<file path="config.mk">
export PLATFORM = sky130hd
export DESIGN_NAME = corelet_sequencer_flat
export DESIGN_NICKNAME = d
export VERILOG_FILES = /design/src/rtl/corelet_pkg.sv /design/src/rtl/corelet_sequencer_if.sv /design/src/rtl/corelet_sequencer_drain_pipe.sv /design/src/rtl/corelet_sequencer.sv /design/src/flat_wrapper.sv
export SDC_FILE = /design/constraint.sdc
export NUM_CORES = 1
export LEC_CHECK = 0
export BUFFER_PORTS_ARGS = -buffer_cell sky130_fd_sc_hd__buf_4
export CAP_MARGIN = 5
export CELL_PAD_IN_SITES_DETAIL_PLACEMENT = 2
export CELL_PAD_IN_SITES_GLOBAL_PLACEMENT = 2
export CORE_MARGIN = 2
export CORE_UTILIZATION = 33
export CTS_CLUSTER_SIZE = 20
export DETAILED_ROUTE_END_ITERATION = 7
export GPL_TIMING_DRIVEN = 0
export MAX_ROUTING_LAYER = met4
export PLACE_DENSITY = 0.82
export SLEW_MARGIN = 0
export SYNTH_ARGS = -nofsm -noshare
export SYNTH_HDL_FRONTEND = slang
export SYNTH_SLANG_ARGS = --single-unit
export TNS_END_PERCENT = 30
</file>
<file path="constraint.sdc">
create_clock -name clk -period 3.8 [get_ports clk]
set_clock_uncertainty 0.05 [all_clocks]
set_input_delay 0.76 -clock clk [delete_from_list [all_inputs] [get_ports clk]]
set_output_delay 0.76 -clock clk [all_outputs]
set_load 0.005 [all_outputs]
</file>
<file path="src/rtl/corelet_pkg.sv">
// Shared definitions for the corelet sequencer: FSM state encoding,
// bit positions of the corelet instruction bus, and default sizes.
package corelet_pkg;

    typedef enum logic [2:0] {
        S_IDLE,
        S_WFILL,
        S_WKERN,
        S_AFILL,
        S_EXEC,
        S_DRAIN,
        S_NEXT,
        S_FIN
    } state_t;

    // Instruction bus layout: {l0_rd, l0_wr, mode, exec, weightload}
    localparam int INST_L0_RD = 4;
    localparam int INST_L0_WR = 3;
    localparam int INST_MODE  = 2;
    localparam int INST_EXEC  = 1;
    localparam int INST_WLOAD = 0;

    localparam int DEF_ROW     = 8;
    localparam int DEF_COL     = 8;
    localparam int DEF_KIJ_W   = 4;
    localparam int DEF_ACT_W   = 8;
    localparam int DEF_XADDR_W = 11;
    localparam int DEF_PADDR_W = 8;
    localparam int DEF_W_BASE  = 0;
    localparam int DEF_A_BASE  = 1024;
    localparam int DEF_WB_LAT  = 3;

endpackage

</file>
<file path="src/rtl/corelet_sequencer_if.sv">
// Bus between the sequencer and the corelet / memories: instruction word,
// xmem read port, OFIFO handshake, SFU controls and ping-pong psum ports.
interface corelet_sequencer_if
    import corelet_pkg::*;
#(
    parameter int XADDR_W = DEF_XADDR_W,
    parameter int PADDR_W = DEF_PADDR_W
);
    logic [4:0]         inst;
    logic               xmem_cen;
    logic [XADDR_W-1:0] xmem_addr;
    logic               ofifo_valid;
    logic               ofifo_rd;
    logic               sfu_en;
    logic               relu;
    logic               pmem_ren;
    logic [PADDR_W-1:0] pmem_raddr;
    logic               pmem_rbank;
    logic               pmem_wen;
    logic [PADDR_W-1:0] pmem_waddr;
    logic               pmem_wbank;

    modport master (
        output inst, xmem_cen, xmem_addr, ofifo_rd, sfu_en, relu,
               pmem_ren, pmem_raddr, pmem_rbank, pmem_wen, pmem_waddr, pmem_wbank,
        input  ofifo_valid
    );

    modport slave (
        input  inst, xmem_cen, xmem_addr, ofifo_rd, sfu_en, relu,
               pmem_ren, pmem_raddr, pmem_rbank, pmem_wen, pmem_waddr, pmem_wbank,
        output ofifo_valid
    );
endinterface

</file>
<file path="src/rtl/corelet_sequencer_drain_pipe.sv">
// Delay line matching the SFU write-back latency: each OFIFO pop enters
// with its row address and emerges DEPTH cycles later as a psum write.
module drain_pipe #(
    parameter int DEPTH  = 3,
    parameter int ADDR_W = 8
) (
    input  logic              clk,
    input  logic              reset,
    input  logic              in_valid,
    input  logic [ADDR_W-1:0] in_addr,
    output logic              out_valid,
    output logic [ADDR_W-1:0] out_addr
);
    logic [DEPTH-1:0]  vld;
    logic [ADDR_W-1:0] adr [DEPTH];

    // Shift {valid,addr} one stage per cycle; idle stages carry a zero address
    always_ff @(posedge clk) begin
        if (reset) begin
            vld <= '0;
            for (int i = 0; i < DEPTH; i++) adr[i] <= '0;
        end else begin
            vld[0] <= in_valid;
            adr[0] <= in_valid ? in_addr : '0;
            for (int i = 1; i < DEPTH; i++) begin
                vld[i] <= vld[i-1];
                adr[i] <= adr[i-1];
            end
        end
    end

    assign out_valid = vld[DEPTH-1];
    assign out_addr  = adr[DEPTH-1];
endmodule

</file>
<file path="src/rtl/corelet_sequencer.sv">
// Sequences one corelet through a convolution, one kernel position (kij)
// at a time: weight fill, weight load, activation fill, execute, drain to
// ping-pong psum memory. Optional busy-cycle counter under CTRL_PERF_EN.
module corelet_sequencer
    import corelet_pkg::*;
#(
    parameter int ROW     = DEF_ROW,
    parameter int COL     = DEF_COL,
    parameter int KIJ_W   = DEF_KIJ_W,
    parameter int ACT_W   = DEF_ACT_W,
    parameter int XADDR_W = DEF_XADDR_W,
    parameter int PADDR_W = DEF_PADDR_W,
    parameter int W_BASE  = DEF_W_BASE,
    parameter int A_BASE  = DEF_A_BASE,
    parameter int WB_LAT  = DEF_WB_LAT
) (
    input  logic             clk,
    input  logic             reset,
    input  logic             start,
    input  logic [KIJ_W-1:0] num_kij,
    input  logic [ACT_W-1:0] num_act,
    input  logic             relu_en,
    corelet_sequencer_if.master bus,
    output logic             busy,
    output logic             done,
    output logic [31:0]      perf_cycles
);
    localparam int CNT_W = ((ACT_W + 1) > ($clog2(ROW + COL) + 1)) ? (ACT_W + 1)
                                                                    : ($clog2(ROW + COL) + 1);

    state_t             state, state_n;
    logic [CNT_W-1:0]   cnt;
    logic [KIJ_W-1:0]   kij;
    logic               bank;
    logic [KIJ_W-1:0]   num_kij_q;
    logic [ACT_W-1:0]   num_act_q;
    logic               relu_q;
    logic               cen_q;
    logic [ACT_W-1:0]   issued;
    logic [ACT_W-1:0]   written;
    logic               ren_q;
    logic [PADDR_W-1:0] raddr_q;
    logic               rbank_q;
    logic               wr_valid;
    logic [PADDR_W-1:0] wr_addr;
    logic [CNT_W-1:0]   num_act_ext;

    logic               xmem_cen_c;
    logic [XADDR_W-1:0] xmem_addr_c;
    logic               l0_rd_c, exec_c, wload_c;
    logic               ofifo_rd_c, sfu_en_c, relu_c;
    logic               busy_c, done_c;
    logic [4:0]         inst_c;

    assign num_act_ext = CNT_W'(num_act_q);

    // Next-state and per-state outputs; everything defaults to inactive
    always_comb begin
        state_n     = state;
        xmem_cen_c  = 1'b0;
        xmem_addr_c = '0;
        l0_rd_c     = 1'b0;
        exec_c      = 1'b0;
        wload_c     = 1'b0;
        ofifo_rd_c  = 1'b0;
        sfu_en_c    = 1'b0;
        relu_c      = 1'b0;
        busy_c      = 1'b0;
        done_c      = 1'b0;
        case (state)
            S_IDLE: begin
                if (start) begin
                    state_n = (num_kij == '0 || num_act == '0) ? S_FIN : S_WFILL;
                end
            end
            S_WFILL: begin
                busy_c      = 1'b1;
                xmem_cen_c  = 1'b1;
                xmem_addr_c = XADDR_W'(W_BASE) + XADDR_W'(kij) * XADDR_W'(COL) + XADDR_W'(cnt);
                if (cnt == CNT_W'(COL - 1)) state_n = S_WKERN;
            end
            S_WKERN: begin
                busy_c  = 1'b1;
                wload_c = 1'b1;
                l0_rd_c = (cnt < CNT_W'(COL));
                if (cnt == CNT_W'(COL + ROW - 1)) state_n = S_AFILL;
            end
            S_AFILL: begin
                busy_c = 1'b1;
                if (cnt < num_act_ext) begin
                    xmem_cen_c  = 1'b1;
                    xmem_addr_c = XADDR_W'(A_BASE) + XADDR_W'(cnt);
                end else begin
                    state_n = S_EXEC;
                end
            end
            S_EXEC: begin
                busy_c  = 1'b1;
                l0_rd_c = 1'b1;
                exec_c  = 1'b1;
                if (cnt == num_act_ext - CNT_W'(1)) state_n = S_DRAIN;
            end
            S_DRAIN: begin
                busy_c     = 1'b1;
                sfu_en_c   = (kij != '0);
                relu_c     = relu_q && (kij == num_kij_q - KIJ_W'(1));
                ofifo_rd_c = bus.ofifo_valid && (issued < num_act_q);
                if (wr_valid && written == num_act_q - ACT_W'(1)) state_n = S_NEXT;
            end
            S_NEXT: begin
                busy_c  = 1'b1;
                state_n = ((KIJ_W+1)'(kij) + (KIJ_W+1)'(1) < (KIJ_W+1)'(num_kij_q)) ? S_WFILL
                                                                                    : S_FIN;
            end
            S_FIN: begin
                done_c  = 1'b1;
                state_n = S_IDLE;
            end
            default: state_n = S_IDLE;
        endcase
    end

    // State, phase counters, run parameters and psum read strobes
    always_ff @(posedge clk) begin
        if (reset) begin
            state     <= S_IDLE;
            cnt       <= '0;
            kij       <= '0;
            bank      <= 1'b0;
            num_kij_q <= '0;
            num_act_q <= '0;
            relu_q    <= 1'b0;
            cen_q     <= 1'b0;
            issued    <= '0;
            written   <= '0;
            ren_q     <= 1'b0;
            raddr_q   <= '0;
            rbank_q   <= 1'b0;
        end else begin
            state <= state_n;
            cnt   <= (state_n != state) ? '0 : cnt + CNT_W'(1);
            if (state == S_IDLE && start) begin
                num_kij_q <= num_kij;
                num_act_q <= num_act;
                relu_q    <= relu_en;
                kij       <= '0;
                bank      <= 1'b0;
            end
            if (state == S_NEXT && state_n == S_WFILL) kij <= kij + KIJ_W'(1);
            if (state == S_DRAIN && state_n == S_NEXT) bank <= ~bank;
            cen_q <= xmem_cen_c;
            if (state != S_DRAIN) begin
                issued  <= '0;
                written <= '0;
            end else begin
                if (ofifo_rd_c) issued <= issued + ACT_W'(1);
                if (wr_valid) written <= written + ACT_W'(1);
            end
            ren_q   <= ofifo_rd_c && (kij != '0);
            raddr_q <= (ofifo_rd_c && kij != '0) ? PADDR_W'(issued) : '0;
            rbank_q <= (ofifo_rd_c && kij != '0) ? bank : 1'b0;
        end
    end

    drain_pipe #(
        .DEPTH  (WB_LAT),
        .ADDR_W (PADDR_W)
    ) u_drain_pipe (
        .clk       (clk),
        .reset     (reset),
        .in_valid  (ofifo_rd_c),
        .in_addr   (PADDR_W'(issued)),
        .out_valid (wr_valid),
        .out_addr  (wr_addr)
    );

    // Pack the instruction word; mode stays 0 for this dataflow
    always_comb begin
        inst_c             = '0;
        inst_c[INST_L0_RD] = l0_rd_c;
        inst_c[INST_L0_WR] = cen_q;
        inst_c[INST_MODE]  = 1'b0;
        inst_c[INST_EXEC]  = exec_c;
        inst_c[INST_WLOAD] = wload_c;
    end

    assign bus.inst       = inst_c;
    assign bus.xmem_cen   = xmem_cen_c;
    assign bus.xmem_addr  = xmem_addr_c;
    assign bus.ofifo_rd   = ofifo_rd_c;
    assign bus.sfu_en     = sfu_en_c;
    assign bus.relu       = relu_c;
    assign bus.pmem_ren   = ren_q;
    assign bus.pmem_raddr = raddr_q;
    assign bus.pmem_rbank = rbank_q;
    assign bus.pmem_wen   = wr_valid;
    assign bus.pmem_waddr = wr_addr;
    assign bus.pmem_wbank = wr_valid ? ~bank : 1'b0;
    assign busy           = busy_c;
    assign done           = done_c;

`ifdef CTRL_PERF_EN
    logic [31:0] perf_q;

    // Count busy cycles; restart on an accepted start and hold after done
    always_ff @(posedge clk) begin
        if (reset) begin
            perf_q <= '0;
        end else if (state == S_IDLE && start) begin
            perf_q <= '0;
        end else if (busy_c) begin
            perf_q <= perf_q + 32'd1;
        end
    end

    assign perf_cycles = perf_q;
`else
    assign perf_cycles = '0;
`endif

endmodule

</file>
<file path="src/flat_wrapper.sv">
// flat-port wrapper written by rule: the top's interface ports become plain ports
module corelet_sequencer_flat import corelet_pkg::*;
#(
    parameter int ROW     = DEF_ROW,
    parameter int COL     = DEF_COL,
    parameter int KIJ_W   = DEF_KIJ_W,
    parameter int ACT_W   = DEF_ACT_W,
    parameter int XADDR_W = DEF_XADDR_W,
    parameter int PADDR_W = DEF_PADDR_W,
    parameter int W_BASE  = DEF_W_BASE,
    parameter int A_BASE  = DEF_A_BASE,
    parameter int WB_LAT  = DEF_WB_LAT
)
  (clk, reset, start, num_kij, num_act, relu_en, busy, done, perf_cycles, bus_inst, bus_xmem_cen, bus_xmem_addr, bus_ofifo_rd, bus_sfu_en, bus_relu, bus_pmem_ren, bus_pmem_raddr, bus_pmem_rbank, bus_pmem_wen, bus_pmem_waddr, bus_pmem_wbank, bus_ofifo_valid);
  corelet_sequencer_if #(.XADDR_W(XADDR_W), .PADDR_W(PADDR_W)) bus_i ();
  input  logic clk;
  input  logic reset;
  input  logic start;
  input  logic [KIJ_W-1:0] num_kij;
  input  logic [ACT_W-1:0] num_act;
  input  logic relu_en;
  output logic busy;
  output logic done;
  output logic [31:0] perf_cycles;
  output wire logic [$bits(bus_i.inst)-1:0] bus_inst;
  output wire logic [$bits(bus_i.xmem_cen)-1:0] bus_xmem_cen;
  output wire logic [$bits(bus_i.xmem_addr)-1:0] bus_xmem_addr;
  output wire logic [$bits(bus_i.ofifo_rd)-1:0] bus_ofifo_rd;
  output wire logic [$bits(bus_i.sfu_en)-1:0] bus_sfu_en;
  output wire logic [$bits(bus_i.relu)-1:0] bus_relu;
  output wire logic [$bits(bus_i.pmem_ren)-1:0] bus_pmem_ren;
  output wire logic [$bits(bus_i.pmem_raddr)-1:0] bus_pmem_raddr;
  output wire logic [$bits(bus_i.pmem_rbank)-1:0] bus_pmem_rbank;
  output wire logic [$bits(bus_i.pmem_wen)-1:0] bus_pmem_wen;
  output wire logic [$bits(bus_i.pmem_waddr)-1:0] bus_pmem_waddr;
  output wire logic [$bits(bus_i.pmem_wbank)-1:0] bus_pmem_wbank;
  input wire logic [$bits(bus_i.ofifo_valid)-1:0] bus_ofifo_valid;
  assign bus_inst = bus_i.inst;
  assign bus_xmem_cen = bus_i.xmem_cen;
  assign bus_xmem_addr = bus_i.xmem_addr;
  assign bus_ofifo_rd = bus_i.ofifo_rd;
  assign bus_sfu_en = bus_i.sfu_en;
  assign bus_relu = bus_i.relu;
  assign bus_pmem_ren = bus_i.pmem_ren;
  assign bus_pmem_raddr = bus_i.pmem_raddr;
  assign bus_pmem_rbank = bus_i.pmem_rbank;
  assign bus_pmem_wen = bus_i.pmem_wen;
  assign bus_pmem_waddr = bus_i.pmem_waddr;
  assign bus_pmem_wbank = bus_i.pmem_wbank;
  assign bus_i.ofifo_valid = bus_ofifo_valid;
  corelet_sequencer #(.ROW(ROW), .COL(COL), .KIJ_W(KIJ_W), .ACT_W(ACT_W), .XADDR_W(XADDR_W), .PADDR_W(PADDR_W), .W_BASE(W_BASE), .A_BASE(A_BASE), .WB_LAT(WB_LAT)) u_core (.clk(clk), .reset(reset), .start(start), .num_kij(num_kij), .num_act(num_act), .relu_en(relu_en), .bus(bus_i), .busy(busy), .done(done), .perf_cycles(perf_cycles));
endmodule
</file>
==> metrics.yaml <==
setup_violations: 0
crit_top_cell: "a21oi_1"
antenna_found_initial: 0
crit_buf_inv: 1
p_sw_uw: 596
die_h_um: 124
die_w_um: 124
cts_root_buf: "clkbuf_16"
finalHoldViolations: 0
num_io_pins: 91
firstDrtPassIters: 4
die-area_um2: 15300
cp_max_fo: 9
yosysTopAreaCellShare_pct: 35.5
startpoint_type: "register"
drc_errors: 0
synth_edf_count: 0
insertion_delay_ps: 350
dp_hpwl_mm: 11.0
routed_wl_mm: 14.7
cts_buffer_depth: 2
max_slew_margin_pct: 33.9
h-tree-depth: 3
timing.fmax_ghz: 0.272
place_congestion: 0.867
hold_slack_ps: 409
seqPwrFrac_pct: 43.8
grt_usage_pct: 20.8
setup_ws_ps: 128
power.share.clock_pct: 41.4
hp-class: "register to register"
ys_seq_elements: 84
core_um2: 13900
cts_made_buffers: 9
cts.sink_count: 84
cp_cell_sequence: "ha_1 -> a211o_1 -> a21oi_1 -> a31oi_1 -> nor3_2 -> nand3_1 -> a21oi_1 -> buf_4"
n_antenna_cell: 0
post-place-ws_ps: 158
drtIter0Drc: 187
worstSetupPathType: "register to output port"
overflow: 0
clkTransAtPathRegs_ps: 70
grt_start_max_net_pins: 17
setup_tns_ps: 0
netlist_instances: 560
synth_area_um2: 4730
drive_above_1_share_pct: 19.8
yosysWarnings: 0
synthFlopType: "dfxtp_1"
design_area_um2: 5790
yosysTopAreaCell: "dfxtp_1"
power_density_nw_per_um2: 363
slowest_stage: "dfxtp_1"
worst_pin_slew_ps: 984
ys_types: 56
yosysSeqAreaShare_pct: 35.5
synth_async_sr_flop_share_pct: 0
endpoint_kind: "output port"
combPwrFrac_pct: 14.8
post_dp_cell_area_um2: 5500
layout.nets: 706
grt_pass1_vias: 4583
rsz0062_at_grt: "false"
worst_path_largest_cell_delay_ps: 640
areaGrowthSynthToFinish_pct: 22.4
rrSetupSlack_ps: 420
num_rows: 43
p_int_mw: 1.51
ys_top_cells_by_area: "dfxtp_1, ha_1, buf_4"
switching_share_pct: 28.4
cp.required_ps: 2990
cts_tree: "done"
ant_nets: 0
maxCapViolCount: 0
p_leak_nw: 2.53
wire_per_inst_um: 17.5
io_buffers: 56
vias: 4180
ir_drop_v: 0.000203
min_period_ps: 3670
vias_per_cell: 4.96
outcome: "finished, final reports clean"
crit_family: "compound AO/OA/AOI/OAI gates"
cts_hold_buf: 0
syn_avg_cell_area_um2: 8.45
drv_slew: 0
period_share_pct: 96.6
cp.arrival_ps: 2860
start_util_pct: 33.9
grt_pass1_wl_mm: 23.5
layer usage:
layer	vias up	global-route usage (%)	share of wire, %
met3	26	2.70	2.7
li1	2018	-	-
met4	0	8.81	2.1
met2	79	37.1	53
met1	2057	23.4	42
met5	-	-	0
cells by family (layout without fill, tap and decap cells):
logic type | Yosys count | after routing | share of synthesized area [%]
and+or+nand+nor | 225 | 225 | 24.6
DFF | 84 | 84 | 35.5
adders and majority gates | 31 | 31 | 8.36
other | 1 | 33 | 0.0793
xor gates and xnor gates | 41 | 41 | 8.17
buffers and inverters | 98 | 169 | 11.5
muxes | 7 | 7 | 1.53
AOI/OAI and AO/OA | 73 | 73 | 10.2
final timing paths:
check             depth (start not counted)                              to                          start
setup / recovery                          8                bus_xmem_addr[4]                  u_core.cnt[4]
hold / removal                            1  u_core.u_drain_pipe.adr[0][15]  u_core.u_drain_pipe.adr[0][7]
setup reg to reg                         10                   u_core.cnt[7]            u_core.num_act_q[0]
hold reg to reg                           1  u_core.u_drain_pipe.adr[0][15]  u_core.u_drain_pipe.adr[0][7]
cell type report:
type	instances	area [µm²]
fill	1558	8140
multi-input combinational	410	2630
sequential	84	1680
buffer	70	439
timing repair buffer	56	420
clock buffer	10	239
tap	180	225
inverter	27	101
clock inverter	6	52.6
cells in the mapped netlist, types with 2 or more instances:
master and number:
a21oi_1 29, inv_1 27, nor2_1 43, and3_1 3
and2_1 20, nor3b_1 2, xnor2_1 22, nand4_1 10
nand2b_1 5, a21o_1 4, a2111oi_0 4, nand3_1 18
o21ai_0 10, o21a_1 4, buf_4 45, nor4_1 8
dfxtp_1 84, mux2_2 2, or3b_2 3, clkbuf_1 24
ha_1 30, xor2_1 17, o31ai_1 2, mux2i_1 5
or2_2 2, xnor3_1 2, or3_1 3, o22ai_1 2
nor2b_1 30, o211ai_1 4, nor3_1 11, or4_1 9
nand2_1 53
cell usage in the layout (no fill, tap or decap), types with 3 or more instances in the layout:
| cell | count |
|---|---|
| inv_1 | 27 |
| nand2_1 | 53 |
| nor2b_1 | 30 |
| and3_1 | 3 |
| o21a_1 | 4 |
| or4_1 | 9 |
| ha_1 | 30 |
| nor4_1 | 8 |
| nor3_1 | 10 |
| dfxtp_1 | 83 |
| o211ai_1 | 4 |
| a2111oi_0 | 4 |
| nand2b_1 | 5 |
| or3_1 | 3 |
| inv_6 | 3 |
| clkbuf_1 | 23 |
| nand4_1 | 10 |
| nand3_1 | 18 |
| conb_1 | 33 |
| xor2_1 | 17 |
| nor2_1 | 43 |
| xnor2_1 | 22 |
| or3b_2 | 3 |
| clkbuf_16 | 9 |
| mux2i_1 | 5 |
| buf_4 | 101 |
| o21ai_0 | 9 |
| and2_1 | 20 |
| a21o_1 | 4 |
| a21oi_1 | 29 |
what timing repair did:
item                                    CTS  global route
setup buffers                             0             0
gates resized for setup                   1             2
endpoints found under the setup margin    6             5
per-stage QoR:
stage          utilization [%]  power [mW]  std cells
5_1_grt                   41.6        2.21        843
3_3_place_gp              39.4        1.23        828
4_1_cts                   41.5        2.12        843
3_5_place_dp              39.4        1.25        828
6_report                  41.6        2.10        843
2_1_floorplan                -        1.15        592
sequential cells by signal, summed over array words and instances (netlist names):
| signal | cells |
|---|---|
| u_core.issued | 8 |
| u_core.bank | 1 |
| u_core.num_kij_q | 4 |
| u_core.bus.pmem_raddr | 8 |
| u_core.cnt | 9 |
| u_core.kij | 4 |
| u_core.relu_q | 1 |
| u_core.cen_q | 1 |
| u_core.state | 3 |
| u_core.bus.pmem_rbank | 1 |
| u_core.u_drain_pipe.adr | 24 |
| u_core.num_act_q | 8 |
| u_core.written | 8 |
| u_core.u_drain_pipe.vld | 3 |
| u_core.bus.pmem_ren | 1 |
worst register-to-register path, stage by stage, from the launching register on:
cell,delay [ps]
dfxtp_1,410
inv_1,140
ha_1,160
clkbuf_1,380
nor3b_1,420
xnor2_1,180
nand4_1,100
or4b_1,540
o21ba_1,250
o311ai_4,500
nor2_1,130
power by group through the flow:
| stage | clock network, mW | logic, mW | registers [mW] |
|---|---|---|---|
| 3_3_place_gp | 0 | 0.293 | 0.937 |
| 5_1_grt | 0.935 | 0.347 | 0.924 |
| 3_5_place_dp | 0 | 0.309 | 0.939 |
| 6_report | 0.870 | 0.311 | 0.921 |
| 4_1_cts | 0.890 | 0.311 | 0.921 |
| 2_1_floorplan | 0 | 0.224 | 0.929 |
(Power assumes the default switching activity.)
